`src/rtl/card_dealer_pkg.sv`:
```
// Shared constants and types for the card dealer: card encoding, shoe geometry,
// LFSR taps and dealer FSM states.
package card_pkg;

  localparam int CARD_W              = 8;
  localparam int NUM_RANKS           = 13;
  localparam int RANK_ACE            = 1;
  localparam int RANK_JACK           = 11;
  localparam int RANK_QUEEN          = 12;
  localparam int RANK_KING           = 13;
  localparam int CARDS_PER_RANK_DECK = 4;
  localparam int CARDS_PER_DECK      = NUM_RANKS * CARDS_PER_RANK_DECK;

  // Fibonacci taps 16,14,13,11 expressed as bit positions 15,13,12,10.
  localparam int                LFSR_W    = 16;
  localparam logic [LFSR_W-1:0] LFSR_TAPS = 16'hB400;

  typedef enum logic [1:0] {
    ST_IDLE  = 2'd0,
    ST_DRAW  = 2'd1,
    ST_ISSUE = 2'd2
  } dealer_state_t;

  function automatic int cards_left_w(input int num_decks);
    return $clog2(CARDS_PER_DECK * num_decks + 1);
  endfunction

endpackage

```
`src/rtl/card_dealer_if.sv`:
```
// Command/status bundle between game control (master) and the dealer (slave).
interface card_dealer_if
  import card_pkg::*;
#(
  parameter int NUM_DECKS = 1
);

  localparam int CL_W = cards_left_w(NUM_DECKS);

  logic              deal_req_i;
  logic              shuffle_i;
  logic              new_hand_i;
  logic [CARD_W-1:0] data_o;
  logic              save_o;
  logic              busy_o;
  logic              deck_empty_o;
  logic [CL_W-1:0]   cards_left_o;
  logic [3:0]        hand_count_o;
  logic              hand_full_o;

  modport master (
    output deal_req_i, shuffle_i, new_hand_i,
    input  data_o, save_o, busy_o, deck_empty_o, cards_left_o, hand_count_o, hand_full_o
  );

  modport slave (
    input  deal_req_i, shuffle_i, new_hand_i,
    output data_o, save_o, busy_o, deck_empty_o, cards_left_o, hand_count_o, hand_full_o
  );

endinterface

```
`src/rtl/card_dealer_lfsr.sv`:
```
// Free-running 16-bit Fibonacci LFSR; exposes only the low bits used as the
// random rank candidate.
module card_lfsr
  import card_pkg::*;
#(
  parameter logic [LFSR_W-1:0] SEED  = 16'hACE1,
  parameter int                OUT_W = 4
) (
  input  logic             clk_i,
  input  logic             rst_i,
  input  logic             en_i,
  output logic [OUT_W-1:0] rnd_o
);

  logic [LFSR_W-1:0] lfsr_q, lfsr_d;
  logic              fb;

  assign fb     = ^(lfsr_q & LFSR_TAPS);
  assign lfsr_d = en_i ? {lfsr_q[LFSR_W-2:0], fb} : lfsr_q;
  assign rnd_o  = lfsr_q[OUT_W-1:0];

  always_ff @(posedge clk_i or posedge rst_i) begin
    if (rst_i) lfsr_q <= SEED;
    else       lfsr_q <= lfsr_d;
  end

endmodule

```
`src/rtl/card_dealer.sv`:
```
// Draws cards without repetition from a finite shoe and strobes each one out
// on save_o; tracks per-rank stock, shoe level and current hand size.
//
//   state | meaning
//   IDLE  | waiting for an admissible deal request
//   DRAW  | testing random candidates, fallback to lowest stocked rank
//   ISSUE | save_o strobe for the accepted card
module card_dealer
  import card_pkg::*;
#(
  parameter int                NUM_DECKS = 1,
  parameter int                MAX_HAND  = 11,
  parameter logic [LFSR_W-1:0] LFSR_SEED = 16'hACE1,
  parameter int                MAX_RETRY = 16
) (
  input logic          clk_i,
  input logic          rst_i,
  card_dealer_if.slave dl
);

  localparam int CL_W = cards_left_w(NUM_DECKS);
  localparam int RC_W = $clog2(CARDS_PER_RANK_DECK * NUM_DECKS + 1);
  localparam int RT_W = $clog2(MAX_RETRY + 1);

  localparam logic [CL_W-1:0] CARDS_FULL = CL_W'(CARDS_PER_DECK * NUM_DECKS);
  localparam logic [RC_W-1:0] RANK_FULL  = RC_W'(CARDS_PER_RANK_DECK * NUM_DECKS);
  localparam logic [RT_W-1:0] RETRY_MAX  = RT_W'(MAX_RETRY);
  localparam logic [3:0]      HAND_MAX   = 4'(MAX_HAND);

  localparam logic [1:0] S_IDLE  = ST_IDLE;
  localparam logic [1:0] S_DRAW  = ST_DRAW;
  localparam logic [1:0] S_ISSUE = ST_ISSUE;

  logic [1:0]        state_q, state_d;
  logic [RT_W-1:0]   retry_q, retry_d;
  logic [CARD_W-1:0] data_q, data_d;
  logic [CL_W-1:0]   cards_left_q, cards_left_d;
  logic [3:0]        hand_q, hand_d;
  logic [RC_W-1:0]   rank_cnt_q [NUM_RANKS];
  logic [RC_W-1:0]   rank_cnt_d [NUM_RANKS];

  logic [3:0] rnd;
  logic [3:0] fb_idx;
  logic [3:0] pick_idx;
  logic       cand_ok;
  logic       fallback;
  logic       deck_empty;
  logic       hand_full;

  card_lfsr #(
    .SEED  (LFSR_SEED),
    .OUT_W (4)
  ) u_lfsr (
    .clk_i (clk_i),
    .rst_i (rst_i),
    .en_i  (1'b1),
    .rnd_o (rnd)
  );

  assign deck_empty = (cards_left_q == '0);
  assign hand_full  = (hand_q == HAND_MAX);
  assign fallback   = (retry_q == RETRY_MAX);
  assign pick_idx   = fallback ? fb_idx : rnd;

  // Random candidate rank is rnd+1; only indices 0..12 with stock qualify.
  always_comb begin
    cand_ok = 1'b0;
    fb_idx  = '0;
    for (int i = 0; i < NUM_RANKS; i++) begin
      if (rnd == 4'(i) && rank_cnt_q[i] != '0) cand_ok = 1'b1;
    end
    for (int i = NUM_RANKS - 1; i >= 0; i--) begin
      if (rank_cnt_q[i] != '0) fb_idx = 4'(i);
    end
  end

  always_comb begin
    state_d      = state_q;
    retry_d      = retry_q;
    data_d       = data_q;
    cards_left_d = cards_left_q;
    hand_d       = hand_q;
    rank_cnt_d   = rank_cnt_q;

    case (state_q)
      S_IDLE: begin
        if (dl.deal_req_i && !deck_empty && !hand_full) begin
          state_d = S_DRAW;
          retry_d = '0;
        end
      end
      S_DRAW: begin
        if (fallback || cand_ok) begin
          data_d       = CARD_W'(pick_idx) + CARD_W'(RANK_ACE);
          cards_left_d = cards_left_q - CL_W'(1);
          for (int i = 0; i < NUM_RANKS; i++) begin
            if (pick_idx == 4'(i)) rank_cnt_d[i] = rank_cnt_q[i] - RC_W'(1);
          end
          state_d = S_ISSUE;
        end else begin
          retry_d = retry_q + RT_W'(1);
        end
      end
      S_ISSUE: begin
        hand_d  = hand_q + 4'd1;
        state_d = S_IDLE;
      end
      default: state_d = S_IDLE;
    endcase

    // A card issued alongside new_hand opens the new hand.
    if (dl.new_hand_i) hand_d = (state_q == S_ISSUE) ? 4'd1 : 4'd0;

    if (dl.shuffle_i) begin
      state_d      = S_IDLE;
      retry_d      = '0;
      data_d       = data_q;
      cards_left_d = CARDS_FULL;
      hand_d       = '0;
      for (int i = 0; i < NUM_RANKS; i++) rank_cnt_d[i] = RANK_FULL;
    end
  end

  always_ff @(posedge clk_i or posedge rst_i) begin
    if (rst_i) begin
      state_q      <= S_IDLE;
      retry_q      <= '0;
      data_q       <= '0;
      cards_left_q <= CARDS_FULL;
      hand_q       <= '0;
      for (int i = 0; i < NUM_RANKS; i++) rank_cnt_q[i] <= RANK_FULL;
    end else begin
      state_q      <= state_d;
      retry_q      <= retry_d;
      data_q       <= data_d;
      cards_left_q <= cards_left_d;
      hand_q       <= hand_d;
      rank_cnt_q   <= rank_cnt_d;
    end
  end

  assign dl.data_o       = data_q;
  assign dl.save_o       = (state_q == S_ISSUE);
  assign dl.busy_o       = (state_q != S_IDLE);
  assign dl.deck_empty_o = deck_empty;
  assign dl.cards_left_o = cards_left_q;
  assign dl.hand_count_o = hand_q;
  assign dl.hand_full_o  = hand_full;

endmodule

```
`src/flat_wrapper.sv`:
```
// flat-port wrapper written by rule: the top's interface ports become plain ports
module card_dealer_flat import card_pkg::*;
#(
  parameter int                NUM_DECKS = 1,
  parameter int                MAX_HAND  = 11,
  parameter logic [LFSR_W-1:0] LFSR_SEED = 16'hACE1,
  parameter int                MAX_RETRY = 16
)
  (clk_i, rst_i, dl_deal_req_i, dl_shuffle_i, dl_new_hand_i, dl_data_o, dl_save_o, dl_busy_o, dl_deck_empty_o, dl_cards_left_o, dl_hand_count_o, dl_hand_full_o);
  card_dealer_if #(.NUM_DECKS(NUM_DECKS)) dl_i ();
  input logic clk_i;
  input logic rst_i;
  input wire logic [$bits(dl_i.deal_req_i)-1:0] dl_deal_req_i;
  input wire logic [$bits(dl_i.shuffle_i)-1:0] dl_shuffle_i;
  input wire logic [$bits(dl_i.new_hand_i)-1:0] dl_new_hand_i;
  output wire logic [$bits(dl_i.data_o)-1:0] dl_data_o;
  output wire logic [$bits(dl_i.save_o)-1:0] dl_save_o;
  output wire logic [$bits(dl_i.busy_o)-1:0] dl_busy_o;
  output wire logic [$bits(dl_i.deck_empty_o)-1:0] dl_deck_empty_o;
  output wire logic [$bits(dl_i.cards_left_o)-1:0] dl_cards_left_o;
  output wire logic [$bits(dl_i.hand_count_o)-1:0] dl_hand_count_o;
  output wire logic [$bits(dl_i.hand_full_o)-1:0] dl_hand_full_o;
  assign dl_i.deal_req_i = dl_deal_req_i;
  assign dl_i.shuffle_i = dl_shuffle_i;
  assign dl_i.new_hand_i = dl_new_hand_i;
  assign dl_data_o = dl_i.data_o;
  assign dl_save_o = dl_i.save_o;
  assign dl_busy_o = dl_i.busy_o;
  assign dl_deck_empty_o = dl_i.deck_empty_o;
  assign dl_cards_left_o = dl_i.cards_left_o;
  assign dl_hand_count_o = dl_i.hand_count_o;
  assign dl_hand_full_o = dl_i.hand_full_o;
  card_dealer #(.NUM_DECKS(NUM_DECKS), .MAX_HAND(MAX_HAND), .LFSR_SEED(LFSR_SEED), .MAX_RETRY(MAX_RETRY)) u_core (.clk_i(clk_i), .rst_i(rst_i), .dl(dl_i));
endmodule
```
`config.mk`:
```
export PLATFORM = sky130hd
export DESIGN_NAME = card_dealer_flat
export DESIGN_NICKNAME = d
export VERILOG_FILES = /design/src/rtl/card_dealer_pkg.sv /design/src/rtl/card_dealer_if.sv /design/src/rtl/card_dealer_lfsr.sv /design/src/rtl/card_dealer.sv /design/src/flat_wrapper.sv
export SDC_FILE = /design/constraint.sdc
export NUM_CORES = 1
export LEC_CHECK = 0
export ABC_CLOCK_PERIOD_IN_PS = 2590
export BUFFER_PORTS_ARGS = -buffer_cell sky130_fd_sc_hd__buf_2
export CELL_PAD_IN_SITES_DETAIL_PLACEMENT = 1
export CELL_PAD_IN_SITES_GLOBAL_PLACEMENT = 1
export CORE_MARGIN = 1
export CORE_UTILIZATION = 44
export DETAILED_ROUTE_END_ITERATION = 10
export PLACE_DENSITY = 0.79
export RECOVER_POWER = 25
export SYNTH_ARGS = -nofsm -noshare
export SYNTH_HDL_FRONTEND = slang
export SYNTH_SLANG_ARGS = --single-unit
```
`constraint.sdc`:
```
create_clock -name clk_i -period 2.59 [get_ports clk_i]
set_input_delay 0 -clock clk_i [delete_from_list [all_inputs] [get_ports clk_i]]
set_output_delay 0 -clock clk_i [all_outputs]
set_load 0.02 [all_outputs]
```
==> run metrics <==
status=finished with violations; failing checks=max-capacitance violations, max-slew violations, negative setup slack; reg2reg start=u_core.rank_cnt_q[33]; Fin. Hold Viols=0; #FFs+latches synth=slightly below 80; total of max-cap violations=1; CP Buf/Inv Count=4; vias in the first global route=~4400; GP Congestion=slightly below 0.9; GRT Total Usage=25.7%; Worst-Skew Late Latency=about 0.38 ns; H-tree Lvls=3; final slew viol count=35; CP Capture Point=u_core.retry_q[4]; setup ws final=-0.0537 ns; cell mode on critical path=buf_4; Synth Instances=between 500 and 600; Worst Reg-to-Reg Cells=11; Final Util=between 50% and 60%; worst-path maximum fanout=7; commonest cells after routing, fill and taps aside=buf_4 (54), dfrtp_1 (53), nor2_1 (42); Worst Setup SP=u_core.rank_cnt_q[33]; initial drt markers=227; Worst Skew=0.0173 ns; largest net degree at the start of global routing=45; P&R area growth vs syn=25.3%; Peak VDD IR=about 0.35 mV; fin crit period=roughly 2.6 ns; Final Cycle Share=102%; die area=between 10000 and 15000 µm²; Max clock buf depth=2; initial antenna violation count=0; Slew Limit Headroom=-10.9%; Die Y=between 100 and 150 µm; CP top delay family=simple AND/OR/NAND/NOR gates; synthesis warning total=0; Reg clk slew, reported paths=~0.07 ns; post-detail-place hpwl=around 9.6 mm; CP max-delay cell=dfrtp_1; Least-Margin Pin Slew=1.66 ns; Initial Util=46.0%; CP arrival=2.95 ns; Async S/R FF share, synth=100%; sequential-to-total area share from yosys stat=40.4%; power per cell area=436 nW/µm²; drt first pass iters=4; achievable clock frequency=approximately 380 MHz; RSZ-0062 raised after global routing=true; clock net sink count=between 70 and 80; CP max stage delay=between 0.3 and 0.4 ns; setup TNS=-0.0537 ns; DR vias=4159; Clk Tree Root Cell=clkbuf_8; I/O pin cnt=27; worst hold path class=input port to flop; Setup Viol. Count Final=1; Rows=37; vias per inst=a little under 6; crit path kind=flop to flop; first-pass GRT wire length=roughly 22 mm; Placed Cells=roughly 680; die width=approximately 110 µm; Worst R2R Setup Slack=-0.05 ns; WL per Instance=a little over 20 µm; Min-Delay Path Depth=5; Mean Syn Cell Area=approximately 9.6 µm²; Nets=613; most common cell after layout, fill and taps aside=buf_4; Leak Pwr=between 2 and 3 nW; Worst R2R End=u_core.retry_q[4]; dpl ws=-0.323 ns; Req. time, crit path=2.89 ns; share of cells above drive strength 1=a little under a third; ANT nets after route=0; number of synthesized flops with an enable pin=0; Antenna diodes=0; remaining global-route overflow=0; CTS Buf Count=9; core footprint=around 11000 µm²; CP cell instances=inv_1, ha_1, nor2b_2, o22ai_1, nor3_1, buf_4, o311ai_4, buf_4, buf_4, nor4_1, nand3b_1; Post-Layout Cell Count=714; Unique masters post-synth=between 60 and 70; Crit. End Element=flop; residual DRC count=0; Main synth FF type=dfrtp_1; Crit path depth=11; critical path launch point type=flop; Post-Syn Area=a little under 5000 µm²; WL final=14.5 mm; Hold Slack=between 0.1 and 0.15 ns; CTS tree=yes; # port buffers=23
## metrics by stage
step / power (W) / cell area (µm²)
2_1_floorplan: 0.00144 / 4850
3_3_place_gp: 0.00152 / 5390
3_5_place_dp: 0.00153 / 5390
4_1_cts: 0.00266 / 5760
5_1_grt: 0.00273 / 6060
6_report: 0.00264 / 6060
## layout make-up
| type | instances | area [µm²] |
|---|---|---|
| fillers | 1136 | 4450 |
| multi-input cells | 354 | 2880 |
| flip-flops and latches | 77 | 1960 |
| repair buffers | 86 | 653 |
| inverters | 45 | 170 |
| well taps | 136 | 170 |
| clock buffers | 11 | 131 |
| clock inverters | 5 | 100 |
## per-layer routing
layer | up-vias | global-route usage (%) | part of all wire (%)
li1 | 1933 | - | -
met1 | 2118 | 30.9 | 43
met2 | 74 | 44.5 | 52
met3 | 34 | 4.86 | 2.6
met4 | 0 | 11.5 | 3.0
met5 | - | 0 | 0
## Yosys cell counts, drive strengths merged (3+ instances only)
cell	instances	share of area, %
dfrtp	53	27
inv	45	3.5
nor2	43	3.3
ha	35	9.1
nor2b	26	3.4
dfstp	24	13
nand4	22	2.8
nor3	21	2.6
nand3	18	1.9
clkbuf	16	1.2
mux2i	16	3.3
a21oi	15	1.6
buf	14	2.0
nand2	14	1.1
mux2	12	2.8
a211oi	11	1.7
a31oi	11	1.4
and3	11	1.4
o21ai	11	1.1
o31ai	10	1.6
nor4	9	2.0
nand2b	8	1.0
and2	5	0.65
and4bb	4	1.0
nand3b	4	0.62
xnor2	4	0.72
xor2	4	0.72
nand4bb	3	0.80
o22ai	3	0.39
o311ai	3	0.54
## power by group
group / internal, W / leakage (nW) / switching [W] / total (W)
combinational: 0.0000990 / 1.54 / 0.000205 / 0.000304
sequential: 0.00122 / 0.987 / 0.0000150 / 0.00124
clock: 0.000638 / 0.117 / 0.000463 / 0.00110
## worst reg2reg max path: cells and delay by family, from the launching register on
| kind | cells | cell delay, ns |
|---|---|---|
| AO/OA/AOI/OAI | 2 | 0.23 |
| adder cells (fa/ha/maj) | 1 | 0.19 |
| buffers and inverters | 4 | 0.66 |
| flip-flops | 1 | 0.38 |
| AND/OR/NAND/NOR | 4 | 1.13 |
## sequential cells by signal (all words and copies together), names as in the netlist
name                    flops
u_core.dl.cards_left_o      6
u_core.dl.data_o            5
u_core.state_q              2
u_core.dl.hand_count_o      4
u_core.rank_cnt_q          39
u_core.retry_q              5
u_core.u_lfsr.lfsr_q       16
## repair_timing
action | 4_1_cts | 5_1_grt
buffers inserted | 5 | 7
hold endpoints to repair | 24 | 0
gates resized for setup | 16 | 50
pin swaps | 3 | 20
endpoints found under the setup margin | 40 | 39
gates cloned | 0 | 0
hold buffers | 3 | 0
## worst min path at each step
stage                       start                   endpoint  slack (ns)
floorplan           dl_new_hand_i  u_core.dl.hand_count_o[1]        0.07
global placement            rst_i       u_core.rank_cnt_q[1]        0.09
detailed placement          rst_i       u_core.rank_cnt_q[1]        0.10
CTS                 dl_deal_req_i          u_core.state_q[0]        0.12
global route        dl_deal_req_i          u_core.state_q[0]        0.14
finish              dl_deal_req_i          u_core.state_q[0]        0.14
## kinds of logic (layout without fill, tap and decap cells)
kind of cell               Yosys count  after routing  share of synthesized area (%)
and+or+nand+nor                    196            196                           24.0
AOI/OAI and AO/OA                   84             84                           12.1
DFF                                 77             77                           40.4
buffers and inverters               75            147                           6.75
adders and majority gates           35             35                           9.05
muxes                               28             28                           6.10
xor gates and xnor gates             8              8                           1.45
other                                1              3                         0.0775
Power figures use the tool's default switching activity.
